--- src/rtl/rca_config_loader_if.sv ---
// rca_config_loader_if: valid/ready config word stream from the fetch unit to the loader
// cfg_valid  word present on cfg_data
// cfg_ready  loader accepts the word this cycle
// cfg_data   [31:29] kind, [28:24] reserved, [23:16] addr, [15:0] data
interface rca_config_loader_if;
  logic        cfg_valid;
  logic        cfg_ready;
  logic [31:0] cfg_data;
  modport master (output cfg_valid, output cfg_data, input cfg_ready);
  modport slave (input cfg_valid, input cfg_data, output cfg_ready);
endinterface

--- src/rtl/rca_config_loader.sv ---
// rca_config_loader: decodes a config word stream into RCA config register-file write strobes
// clk, rst (async, active-low)   clock and reset
// start, rca_id, abort           load control; rca_id latched on start
// grid_busy                      grid executing; first write waits for it to clear
// cfg                            config word stream (slave side)
// *_wr_en, cpu_src_dest_port     one registered write strobe per accepted legal word
// wr_addr, wr_data               entry address/data for the strobe
// rca_sel_issue                  target RCA held from start to next start
// busy, done, cfg_error          load status; cfg_error sticky until next start
module rca_config_loader #(
  parameter int NUM_RCAS           = 4,
  parameter int NUM_READ_PORTS     = 5,
  parameter int NUM_WRITE_PORTS    = 5,
  parameter int GRID_NUM_ROWS      = 5,
  parameter int NUM_GRID_MUXES     = 64,
  parameter int GRID_MUX_INPUTS    = 16,
  parameter int IO_UNIT_MUX_INPUTS = 16,
  parameter int MAX_CFG_WORDS      = 128
) (
  input  logic                        clk,
  input  logic                        rst,
  input  logic                        start,
  input  logic [$clog2(NUM_RCAS)-1:0] rca_id,
  input  logic                        abort,
  input  logic                        grid_busy,
  rca_config_loader_if.slave          cfg,
  output logic [$clog2(NUM_RCAS)-1:0] rca_sel_issue,
  output logic                        grid_mux_wr_en,
  output logic                        io_mux_wr_en,
  output logic                        rca_result_mux_wr_en,
  output logic                        cpu_fb_reg_addr_wr_en,
  output logic                        cpu_nfb_reg_addr_wr_en,
  output logic                        rca_io_inp_map_wr_en,
  output logic                        cpu_src_dest_port,
  output logic [7:0]                  wr_addr,
  output logic [15:0]                 wr_data,
  output logic                        busy,
  output logic                        done,
  output logic                        cfg_error
);
  localparam int CW = $clog2(MAX_CFG_WORDS + 1);
  typedef enum logic [1:0] {IDLE, WAIT_GRID, RUN, DONE} state_t;
  state_t        state;
  logic [CW-1:0] cnt;
  logic [2:0]    kind;
  logic [31:0]   a, d;
  logic          legal, accept, full;
  assign kind  = cfg.cfg_data[31:29];
  assign a     = 32'(cfg.cfg_data[23:16]);
  assign d     = 32'(cfg.cfg_data[15:0]);
  assign legal = kind == 3'd0 ? a < NUM_GRID_MUXES && d < GRID_MUX_INPUTS :
                 kind == 3'd1 ? a < GRID_NUM_ROWS && d < IO_UNIT_MUX_INPUTS :
                 kind == 3'd2 ? a < NUM_WRITE_PORTS && d < GRID_NUM_ROWS :
                 kind == 3'd3 ? a < NUM_READ_PORTS && d < 32 :
                 kind == 3'd6 ? d < 2 ** GRID_NUM_ROWS :
                 a < NUM_WRITE_PORTS && d < 32;
  assign accept        = cfg.cfg_valid && cfg.cfg_ready;
  assign full          = cnt == CW'(MAX_CFG_WORDS);
  assign cfg.cfg_ready = state == RUN;
  assign busy          = state != IDLE;
  always_ff @(posedge clk or negedge rst)
    if (!rst) begin
      state                  <= IDLE;
      cnt                    <= '0;
      rca_sel_issue          <= '0;
      grid_mux_wr_en         <= 1'b0;
      io_mux_wr_en           <= 1'b0;
      rca_result_mux_wr_en   <= 1'b0;
      cpu_fb_reg_addr_wr_en  <= 1'b0;
      cpu_nfb_reg_addr_wr_en <= 1'b0;
      rca_io_inp_map_wr_en   <= 1'b0;
      cpu_src_dest_port      <= 1'b0;
      wr_addr                <= '0;
      wr_data                <= '0;
      done                   <= 1'b0;
      cfg_error              <= 1'b0;
    end else begin
      grid_mux_wr_en         <= 1'b0;
      io_mux_wr_en           <= 1'b0;
      rca_result_mux_wr_en   <= 1'b0;
      cpu_fb_reg_addr_wr_en  <= 1'b0;
      cpu_nfb_reg_addr_wr_en <= 1'b0;
      rca_io_inp_map_wr_en   <= 1'b0;
      cpu_src_dest_port      <= 1'b0;
      done                   <= 1'b0;
      case (state)
        IDLE:
          if (start) begin
            rca_sel_issue <= rca_id;
            cfg_error     <= 1'b0;
            cnt           <= '0;
            state         <= grid_busy ? WAIT_GRID : RUN;
          end
        WAIT_GRID:
          if (abort) state <= IDLE;
          else if (!grid_busy) state <= RUN;
        RUN:
          if (abort) state <= IDLE;
          else if (accept) begin
            if (kind == 3'd7) begin
              state <= DONE;
              done  <= 1'b1;
            end else if (!legal || full) begin
              cfg_error <= 1'b1;
              state     <= IDLE;
            end else begin
              grid_mux_wr_en         <= kind == 3'd0;
              io_mux_wr_en           <= kind == 3'd1;
              rca_result_mux_wr_en   <= kind == 3'd2;
              cpu_fb_reg_addr_wr_en  <= kind == 3'd3 || kind == 3'd4;
              cpu_nfb_reg_addr_wr_en <= kind == 3'd5;
              rca_io_inp_map_wr_en   <= kind == 3'd6;
              cpu_src_dest_port      <= kind == 3'd4 || kind == 3'd5;
              wr_addr                <= cfg.cfg_data[23:16];
              wr_data                <= cfg.cfg_data[15:0];
              cnt                    <= cnt + CW'(1);
            end
          end
        default: state <= IDLE;
      endcase
    end
endmodule

--- src/flat_wrapper.sv ---
// flat-port wrapper written by rule: the top's interface ports become plain ports
module rca_config_loader_flat 
#(
  parameter int NUM_RCAS           = 4,
  parameter int NUM_READ_PORTS     = 5,
  parameter int NUM_WRITE_PORTS    = 5,
  parameter int GRID_NUM_ROWS      = 5,
  parameter int NUM_GRID_MUXES     = 64,
  parameter int GRID_MUX_INPUTS    = 16,
  parameter int IO_UNIT_MUX_INPUTS = 16,
  parameter int MAX_CFG_WORDS      = 128
)
  (clk, rst, start, rca_id, abort, grid_busy, rca_sel_issue, grid_mux_wr_en, io_mux_wr_en, rca_result_mux_wr_en, cpu_fb_reg_addr_wr_en, cpu_nfb_reg_addr_wr_en, rca_io_inp_map_wr_en, cpu_src_dest_port, wr_addr, wr_data, busy, done, cfg_error, cfg_cfg_valid, cfg_cfg_data, cfg_cfg_ready);
  rca_config_loader_if cfg_i ();
  input  logic clk;
  input  logic rst;
  input  logic start;
  input  logic [$clog2(NUM_RCAS)-1:0] rca_id;
  input  logic abort;
  input  logic grid_busy;
  output logic [$clog2(NUM_RCAS)-1:0] rca_sel_issue;
  output logic grid_mux_wr_en;
  output logic io_mux_wr_en;
  output logic rca_result_mux_wr_en;
  output logic cpu_fb_reg_addr_wr_en;
  output logic cpu_nfb_reg_addr_wr_en;
  output logic rca_io_inp_map_wr_en;
  output logic cpu_src_dest_port;
  output logic [7:0] wr_addr;
  output logic [15:0] wr_data;
  output logic busy;
  output logic done;
  output logic cfg_error;
  input wire logic [$bits(cfg_i.cfg_valid)-1:0] cfg_cfg_valid;
  input wire logic [$bits(cfg_i.cfg_data)-1:0] cfg_cfg_data;
  output wire logic [$bits(cfg_i.cfg_ready)-1:0] cfg_cfg_ready;
  assign cfg_i.cfg_valid = cfg_cfg_valid;
  assign cfg_i.cfg_data = cfg_cfg_data;
  assign cfg_cfg_ready = cfg_i.cfg_ready;
  rca_config_loader #(.NUM_RCAS(NUM_RCAS), .NUM_READ_PORTS(NUM_READ_PORTS), .NUM_WRITE_PORTS(NUM_WRITE_PORTS), .GRID_NUM_ROWS(GRID_NUM_ROWS), .NUM_GRID_MUXES(NUM_GRID_MUXES), .GRID_MUX_INPUTS(GRID_MUX_INPUTS), .IO_UNIT_MUX_INPUTS(IO_UNIT_MUX_INPUTS), .MAX_CFG_WORDS(MAX_CFG_WORDS)) u_core (.clk(clk), .rst(rst), .start(start), .rca_id(rca_id), .abort(abort), .grid_busy(grid_busy), .cfg(cfg_i), .rca_sel_issue(rca_sel_issue), .grid_mux_wr_en(grid_mux_wr_en), .io_mux_wr_en(io_mux_wr_en), .rca_result_mux_wr_en(rca_result_mux_wr_en), .cpu_fb_reg_addr_wr_en(cpu_fb_reg_addr_wr_en), .cpu_nfb_reg_addr_wr_en(cpu_nfb_reg_addr_wr_en), .rca_io_inp_map_wr_en(rca_io_inp_map_wr_en), .cpu_src_dest_port(cpu_src_dest_port), .wr_addr(wr_addr), .wr_data(wr_data), .busy(busy), .done(done), .cfg_error(cfg_error));
endmodule
--- config.mk ---
export PLATFORM = sky130hd
export DESIGN_NAME = rca_config_loader_flat
export DESIGN_NICKNAME = d
export VERILOG_FILES = /design/src/rtl/rca_config_loader_if.sv /design/src/rtl/rca_config_loader.sv /design/src/flat_wrapper.sv
export SDC_FILE = /design/constraint.sdc
export NUM_CORES = 1
export LEC_CHECK = 0
export ABC_CLOCK_PERIOD_IN_PS = 2190
export CAP_MARGIN = 20
export CORE_MARGIN = 2
export CORE_UTILIZATION = 43
export DETAILED_ROUTE_END_ITERATION = 6
export PLACE_DENSITY = 0.9
export SLEW_MARGIN = 20
export SYNTH_ARGS = -nofsm -noshare
export SYNTH_HDL_FRONTEND = slang
export SYNTH_SLANG_ARGS = --single-unit
--- constraint.sdc ---
create_clock -name clk -period 2.19 [get_ports clk]
set_input_delay 0.3285 -clock clk [delete_from_list [all_inputs] [get_ports clk]]
set_output_delay 0.3285 -clock clk [all_outputs]
set_load 0.01 [all_outputs]
* Word-level counts from Yosys, hierarchy flattened
Cells that the tools add are included.
** Cells by class
- Magnitude comparators :: 5
- Reduce and logical (&&, ||, !) cells :: 18
- Mux-type cells :: 65
- Equal/unequal tests :: 19
- Add/subtract/negate cells :: 1
- Bitwise logic cells :: 3
** Operators by type and width (number)
- $mux W1 :: 49
- $mux W8 :: 5
- $lt A16 B3 Y1 const B :: 1
- $lt A16 B5 Y1 const B :: 1
- $lt A16 B6 Y1 const B :: 1
- $mux W2 :: 8
- $pmux W8 S2 :: 1
- $eq A3 B3 Y1 const B :: 4
- $ne A2 B2 Y1 const B :: 6
- $reduce_and A6 Y1 :: 2
- $add A8 B1 Y8 const B :: 1
- $eq A8 B8 Y1 const B :: 1
- $lt A8 B3 Y1 const B :: 1
- $lt A8 B7 Y1 const B :: 1
- $eq A3 B2 Y1 const B :: 2
- $ne A3 B3 Y1 const B :: 2
- $pmux W2 S3 :: 1
- $logic_and A1 B1 Y1 :: 5
- $reduce_and A5 Y1 :: 1
- $ne A4 B4 Y1 const B :: 1
- $reduce_and A4 Y1 :: 1
- $reduce_bool A2 Y1 :: 2
- $eq A3 B1 Y1 const B :: 1
- $logic_not A3 Y1 :: 1
- 8 further kinds :: 12
** Storage, ports and cells
- Logic and storage cells :: 125
- Flip-flop bits (word level) :: 45
- Output and inout bits :: 37
- Bits of input ports :: 40

* Depth between registers and ports, before layout
Gate-level depths: netlist of the first run.
- Depth after elaboration :: 14
- Gate-level depth with buffers :: 8
- Gate-level depth less buffers :: 7

* Least setup slack after synthesis of the first run
Ideal clock, no wire load.
- Path kind :: register to register
- Start :: reg u_core.state[0]
- End :: reg u_core.cnt[6]
- Path slack :: 365 ps
- Required time :: 2112 ps
- Path buffers :: 0
- Data arrival time :: 1747 ps
- Cell stages (with the launch flop) :: 7
- Cells stage by stage :: dfrtp_1 -> and2b_1 -> and2_1 -> and3_1 -> nand3_4 -> or4_1 -> a21oi_1
** Between the ends
- Word-level cells in the longest chain between the ends :: 4
- Elaborated cells on any way between the ends :: 11
** Ends and longest elaborated chain
- start, declared :: RTL line rca_config_loader.sv:43 : state_t state;
- start signal, assigned :: RTL line rca_config_loader.sv:92 : state <= grid_busy ? WAIT_GRID : RUN;
- $eq A2 B2 Y1 (*) :: RTL line rca_config_loader.sv:59 : assign cfg.cfg_ready = state == RUN;
- named net cfg_cfg_ready :: RTL line flat_wrapper.sv:36 : output wire logic [$bits(cfg_i.cfg_ready)-1:0] cfg_cfg_ready;
- $logic_and A1 B1 Y1 :: RTL line rca_config_loader.sv:57 : assign accept = cfg.cfg_valid && cfg.cfg_ready;
- $ne A2 B2 Y1 (no source line)
- $reduce_and A6 Y1 (no source line)
- end signal, assigned :: RTL line rca_config_loader.sv:116 : cnt <= cnt + CW'(1);
- end, declared :: RTL line rca_config_loader.sv:44 : logic [CW-1:0] cnt;
Mark *: on every way through the listed nets, which the timed path passes. The rest lies on a longest branch.
A chain may end at the register's enable or synchronous reset.

* Worst setup path after layout of the first run
- Start :: in cfg_cfg_data[11]
- End :: reg u_core.cnt[7]
** Between the ends
- Word-level cells in the longest chain between the ends :: 11
- Elaborated cells on any way between the ends :: 16
** Ends and longest elaborated chain
- start, declared :: RTL line flat_wrapper.sv:35 : input wire logic [$bits(cfg_i.cfg_data)-1:0] cfg_cfg_data;
- $lt A16 B6 Y1 :: RTL line rca_config_loader.sv:54, rca_config_loader.sv:55, rca_config_loader.sv:56
- $logic_and A1 B1 Y1 :: RTL line rca_config_loader.sv:54, rca_config_loader.sv:56
- $mux W1 :: RTL line rca_config_loader.sv:55 : kind == 3'd6 ? d < 2 ** GRID_NUM_ROWS :
- $mux W1 :: RTL line rca_config_loader.sv:54 : kind == 3'd3 ? a < NUM_READ_PORTS && d < 32 :
- $mux W1 :: RTL line rca_config_loader.sv:53 : kind == 3'd2 ? a < NUM_WRITE_PORTS && d < GRID_NUM_ROWS :
- $mux W1 :: RTL line rca_config_loader.sv:52 : kind == 3'd1 ? a < GRID_NUM_ROWS && d < IO_UNIT_MUX_INPUTS :
- $mux W1 (*) :: RTL line rca_config_loader.sv:51 : assign legal = kind == 3'd0 ? a < NUM_GRID_MUXES && d < GRID_MUX_INPUTS :
- $logic_not A1 Y1 (*) :: RTL line rca_config_loader.sv:103 : end else if (!legal || full) begin
- $logic_or A1 B1 Y1 (*) :: RTL line rca_config_loader.sv:103
- $ne A2 B2 Y1 (no source line) (*)
- $reduce_and A6 Y1 (no source line) (*)
Every way passes the cells marked *; elsewhere a longest branch is shown, timed or not.

==> impl_metrics.py, run 1 <==
metrics = {
    "run_status": {
        "outcome": "complete, no violations",
    },
    "synth": {
        "synth_edf_count": 0,
        "dominantRegCellSynth": "dfrtp_1",
        "yosysUniqueCellTypes": 36,
        "async_reset_ff_share_pct": 100.0,
        "syn_area_per_cell_um2": 11.14,
        "synthCells": 176,
        "syn-cell-area_mm2": 0.001961,
        "synth_top_area_cell": "dfrtp_1",
        "netlist_top_cells_area": "dfrtp_1 57%, mux2_2 7.5%, and2_1 4.1%, nand2_1 3.1%, nor2_1 2.7%",
        "synth_warnings": 0,
        "synth-seq-cells": 45,
        "synth_top_area_share_pct": 57.43,
        "syn-num-nets": 218,
        "seq_area_frac_synth_pct": 57.43,
    },
    "place": {
        "place_worst_setup_slack_ns": -0.1463,
        "finalWeightedCongestion": 0.7720,
        "hpwl_mm": 3.169,
        "io_buffers": 71,
    },
    "clocking": {
        "clkLatencyLatePin_ns": 0.30,
        "cts_tree": "yes",
        "cts_max_level": 2,
        "clock-sinks": 45,
        "clock_path_buffers": 2,
        "ctsResizeCount": 0,
        "hold_buffers": 0,
        "cts_made_buffers": 5,
        "post-cts-setup-buffers": 0,
        "cts-root-buf": "clkbuf_8",
        "path_clk_slew_ns": 0.08,
    },
    "global_route": {
        "grt_overflow": 0,
        "grt_pass1_vias": 1600,
        "grt_first_pass_wirelength_mm": 7.072,
        "grt_max_degree": 46,
        "grt_use_total_pct": 17.88,
        "antenna_found_initial": 0,
    },
    "power_and_ir_drop": {
        "power_density_mw_per_mm2": 584.3,
        "p_total_mw": 1.705,
        "p_leak_nw": 1.302,
        "power_switching_mw": 0.3689,
        "p_int_mw": 1.336,
        "p_seq_share_pct": 50.2,
        "p_clk_share_pct": 37.4,
        "ir_drop_v": 0.0004810,
        "pwr-share-comb_pct": 12.3,
        "power_switching_share_pct": 21.64,
    },
    "route": {
        "ant_nets": 0,
        "routed_via_density": 5.022,
        "wirelength_mm": 4.230,
        "drt-pass1-iter-count": 4,
        "dr.first_iter.drc_count": 39,
        "avgRoutedWirePerCell_um": 13.47,
        "vias": 1577,
        "drc": 0,
    },
    "critical_path": {
        "crit_path_start_kind": "primary input",
        "critPathCaptureType": "flip-flop",
        "cp_max_fo": 8,
        "cp.required_ns": 2.41,
        "cp.arrival_ns": 2.24,
        "path_class": "primary input to flip-flop",
    },
    "timing": {
        "rsz0062_at_grt": "false",
        "fin_crit_ns": 2.016,
        "clock.fmax_ghz": 0.4959,
        "relSlewSlack_pct": 63.43,
        "finClkSkew_ns": 0.004687,
        "finalSetupViolCount": 0,
        "hold_viol_final": 0,
        "drv_slew": 0,
        "worst_slew_pin_slew_ns": 0.5485,
        "fin_crit_sh_pct": 92.07,
        "fin_ws_ns": 0.1737,
    },
    "layout": {
        "nNetsFinal": 303,
        "antenna_cells": 0,
        "post_route_cells_drive_above_1_share_pct": 15.27,
        "final_common_cell": "clkdlybuf4s50_1",
        "area_growth_pct": 48.82,
        "mostFrequentLayoutCells": "70 x clkdlybuf4s50_1, 45 x dfrtp_1, 16 x nand2_1",
    },
    "floorplanning": {
        "fp.dieH_um": 71.53,
        "start_util_pct": 44.72,
        "core_area_mm2": 0.004384,
        "dieArea_mm2": 0.005116,
        "row_count": 24,
        "io_pins": 77,
        "die-width_um": 71.53,
    },
    "hold_path": {
        "worstHoldPathType": "primary input to asynchronous set/reset pin",
    },
    "run": {
        "cap_violations": 0,
    },
}
## synth_stat cells, types with 2 or more instances
cell type / number
o21ai_0: 6
ha_1: 2
a22o_1: 2
nand4_1: 3
nor3_1: 4
nor2_1: 14
clkbuf_1: 2
and2_1: 13
mux2_2: 13
inv_1: 6
nand2_1: 16
a21oi_1: 9
nand3_1: 8
and3_1: 2
nor4b_1: 2
buf_2: 4
or3_1: 2
nor4_1: 2
o31ai_1: 3
or4_1: 3
dfrtp_1: 45
## critical path, stage by stage
cell and delay (ns):
clkdlybuf4s50_1 0.43, nor4_2 0.26, nand3_1 0.13, and4bb_4 0.34, nand3_4 0.11, or4_1 0.48
a21oi_1 0.16
## layer usage
layer	up-vias	wire, µm	track usage, %
met3	4	363	6.048
met2	51	2034	30.56
met4	0	43	6.918
met5	-	0	0
li1	782	-	-
met1	740	1789	20.74
## state kept, by name, summed over array words and instances (netlist names)
| name | cells |
|---|---|
| u_core.rca_io_inp_map_wr_en | 1 |
| u_core.wr_data | 16 |
| u_core.wr_addr | 8 |
| u_core.cpu_src_dest_port | 1 |
| u_core.done | 1 |
| u_core.io_mux_wr_en | 1 |
| u_core.cfg_error | 1 |
| u_core.rca_result_mux_wr_en | 1 |
| u_core.grid_mux_wr_en | 1 |
| u_core.cpu_fb_reg_addr_wr_en | 1 |
| u_core.state | 2 |
| u_core.rca_sel_issue | 2 |
| u_core.cpu_nfb_reg_addr_wr_en | 1 |
| u_core.cnt | 8 |
## through the flow
step	TNS, ns	utilization (%)	hold WS (ns)	instances	cell area, µm²
finish	0	66.55	0.1104	314	2918
floorplan	0	-	0.03291	176	1961
CTS	0	66.55	0.1243	314	2918
global route	0	66.55	0.1603	314	2918
detailed placement	-2.503	63.90	0.4551	306	2801
global placement	-1.511	63.90	0.4335	306	2801
## cell families after synthesis
group	count (synthesis)	synth area share [%]
xor gates and xnor gates	1	0.4468
AOI/OAI and AO/OA	23	7.211
muxes	14	7.977
DFF	45	57.43
adders and majority gates	2	1.276
buffers and inverters	13	2.936
and+or+nand+nor	78	22.72
## cell type report
| cell class | instances | area (µm²) |
|---|---|---|
| Tap cell | 52 | 65.06 |
| Timing Repair Buffer | 85 | 810.8 |
| Multi-Input combinational cell | 118 | 777.0 |
| Fill cell | 341 | 1466 |
| Clock buffer | 7 | 86.33 |
| Clock inverter | 1 | 30.03 |
| Inverter | 6 | 22.52 |
| Sequential cell | 45 | 1126 |
## power by group through the flow
stage	registers, mW	clock network, mW	logic, mW
finish	0.857	0.638	0.210
global route	0.859	0.688	0.235
CTS	0.857	0.662	0.214
detailed placement	0.874	0	0.213
global placement	0.873	0	0.207
floorplan	0.878	0	0.0666
## final timing paths
path | slack (ns) | to | cells after the start | startpoint
min in group clk | 0.48 | u_core.rca_sel_issue[0] | 2 | u_core.rca_sel_issue[0]
min reg2reg | 0.48 | u_core.rca_sel_issue[0] | 2 | u_core.rca_sel_issue[0]
max reg2reg | 0.24 | u_core.cnt[7] | 6 | u_core.state[0]
max | 0.17 | u_core.cnt[7] | 7 | cfg_cfg_data[11]
min | 0.11 | u_core.wr_addr[3] | 2 | rst
max in group asynchronous | 1.71 | u_core.state[1] | 2 | rst
Power figures use the tool's default switching activity.
==> run 2, diff against run 1 <==
--- a/config.mk
+++ b/config.mk
@@ -7,9 +7,11 @@
 export LEC_CHECK = 0
 export ABC_CLOCK_PERIOD_IN_PS = 2190
 export CAP_MARGIN = 20
+export CORE_ASPECT_RATIO = 2
 export CORE_MARGIN = 2
 export CORE_UTILIZATION = 43
 export DETAILED_ROUTE_END_ITERATION = 6
+export GPL_TIMING_DRIVEN = 0
 export PLACE_DENSITY = 0.9
 export SLEW_MARGIN = 20
 export SYNTH_ARGS = -nofsm -noshare
==> run 2 against run 1 <==
Net effect:
- register-to-register slack hardly changed
- clock skew is 0.0067 ns higher
- maximum frequency is 5.4% lower
- design area is 0.47% lower
- cell count is 1.6% lower
- via count is 4.6% higher
- power is 2.2% lower
- combinational power is 2% higher
- worst hold slack worse by 0.11 ns
- sequential power hardly changed
- clock power is 6.9% lower
- worst setup slack worse by 0.12 ns
==> impl_metrics.py, run 2 (synthesized netlist as in run 1, its figures left out) <==
metrics = {
    "clocking": {
        "cts-root-buf": "clkbuf_8",
        "clock-sinks": 45,
        "clkLatencyLatePin_ns": 0.30,
        "cts_max_level": 2,
        "cts_made_buffers": 5,
        "hold_buffers": 0,
        "path_clk_slew_ns": 0.09,
        "clock_path_buffers": 2,
        "cts_tree": "yes",
    },
    "route": {
        "drt-pass1-iter-count": 4,
        "avgRoutedWirePerCell_um": 14.45,
        "dr.first_iter.drc_count": 36,
        "ant_nets": 0,
        "drc": 0,
        "vias": 1650,
        "routed_via_density": 5.340,
        "wirelength_mm": 4.465,
    },
    "place": {
        "io_buffers": 70,
        "dpl_cell_area_mm2": 0.002751,
        "hpwl_mm": 3.476,
        "dpl.cell_count": 301,
        "finalWeightedCongestion": 0.7597,
    },
    "critical_path": {
        "path_class": "primary input to flip-flop",
        "cp_max_fo": 10,
        "crit_path_start_kind": "primary input",
        "reg2regPathDepth": 7,
        "reg2reg_from": "u_core.state[0]",
        "cp.arrival_ns": 2.29,
        "critPathCaptureType": "flip-flop",
        "cp.required_ns": 2.35,
        "rr_endpoint": "u_core.cnt[7]",
        "r2r_setup_slack_ns": 0.23,
    },
    "global_route": {
        "grt_pass1_vias": 1598,
        "grt_use_total_pct": 19.18,
        "antenna_found_initial": 0,
        "grt_max_degree": 25,
        "grt_first_pass_wirelength_mm": 7.300,
        "grt_overflow": 0,
    },
    "power_and_ir_drop": {
        "p_leak_nw": 1.275,
        "power_density_mw_per_mm2": 574.1,
        "ir_drop_v": 0.0004785,
    },
    "layout": {
        "post_route_cells_drive_above_1_share_pct": 15.69,
        "fin_area_mm2": 0.002904,
        "final_common_cell": "clkdlybuf4s50_1",
        "reg_top3": "u_core.wr_data: 16 flops, u_core.cnt: 8 flops, u_core.wr_addr: 8 flops",
        "nNetsFinal": 297,
        "antenna_cells": 0,
        "regMostFlops": "u_core.wr_data",
        "regArea_mm2": 0.001126,
        "area_growth_pct": 48.12,
        "fillers": 341,
        "mostFrequentLayoutCells": "69 x clkdlybuf4s50_1, 45 x dfrtp_1, 16 x nand2_1",
        "largest_register_ffs": 16,
        "multi_input_comb_area_um2": 815.8,
        "finalNonFillerCells": 309,
    },
    "run_status": {
        "outcome": "complete, no violations",
    },
    "timing": {
        "worst_slew_pin_slew_ns": 0.5436,
        "fin_crit_ns": 2.132,
        "clock.fmax_ghz": 0.4691,
        "fin_crit_sh_pct": 97.34,
        "hold_viol_final": 0,
        "finClkSkew_ns": 0.01143,
        "drv_slew": 0,
        "finalSetupViolCount": 0,
        "relSlewSlack_pct": 63.76,
        "holdWs_ns": 0.004976,
    },
    "run": {
        "cap_violations": 0,
    },
    "floorplanning": {
        "core_area_mm2": 0.004382,
        "start_util_pct": 44.75,
        "fp.dieH_um": 99.50,
        "row_count": 34,
        "dieArea_mm2": 0.005148,
        "io_pins": 77,
        "die-width_um": 51.75,
    },
    "hold_path": {
        "worstHoldPathType": "primary input to asynchronous set/reset pin",
    },
}
## run 2: cell types whose count changed in the layout (fill, tap and decap cells not counted), sizes merged
| cell | change |
|---|---|
| buf | -7 |
| clkdlybuf4s50 | -1 |
| clkinv | +1 |
## run 2: worst max path at each step
stage / cells past startpoint / slack, ns / from / to
global placement: 1 / -0.34 / rst / u_core.wr_data[12]
floorplan: 6 / 0.36 / u_core.state[0] / u_core.cnt[6]
global route: 8 / -0.09 / cfg_cfg_data[12] / u_core.cnt[7]
CTS: 7 / 0.03 / cfg_cfg_data[18] / u_core.wr_addr[3]
finish: 8 / 0.06 / cfg_cfg_data[21] / u_core.cnt[7]
detailed placement: 7 / -0.28 / cfg_cfg_data[18] / u_core.wr_addr[3]
## run 2: per-stage QoR
stage	power [mW]	util (%)	setup slack, ns	setup TNS, ns
final	1.667	66.28	0.05831	0
after global routing	1.742	66.28	-0.08672	-0.1553
after CTS	1.685	65.16	0.02603	0
after detailed placement	1.084	62.79	-0.2826	-4.829
after global placement	1.072	62.28	-0.3401	-17.99
after floorplan	0.9449	-	0.3650	0
## run 2: power by group
part	total [mW]	internal [mW]	switching (mW)
Combinational	0.215	0.117	0.0983
Sequential	0.858	0.846	0.0120
Clock	0.594	0.332	0.263
## run 2: area by class of cell
type                            count  area share [%]
Buffer                              7           1.293
Timing Repair Buffer               72           25.16
Clock buffer                        5           2.370
Sequential cell                    45           38.78
Inverter                            6          0.7755
Tap cell                           54           2.327
Multi-Input combinational cell    118           28.09
Clock inverter                      2           1.206
## run 2: worst max-delay path: stages
cell             delay (ns)
clkdlybuf4s50_1        0.47
nor3_4                 0.24
a311oi_2               0.14
and4bb_4               0.36
nand3_4                0.13
buf_2                  0.22
o31ai_1                0.31
a21oi_2                0.09
## run 2: repair_timing
action                                  in CTS  in global routing
endpoints found under the setup margin       0                 14
gates resized for setup                      0                 10
setup buffers                                0                  1
hold endpoints to repair                     0                  0
## run 2: routing by layer
metal  global-route usage (%)  wire length [µm]  vias to the layer above
li1                         -                 -                      773
met1                    21.11              1662                      809
met2                    34.12              2473                       56
met3                    2.853               190                       12
met4                    10.12               139                        0
met5                        0                 0                        -
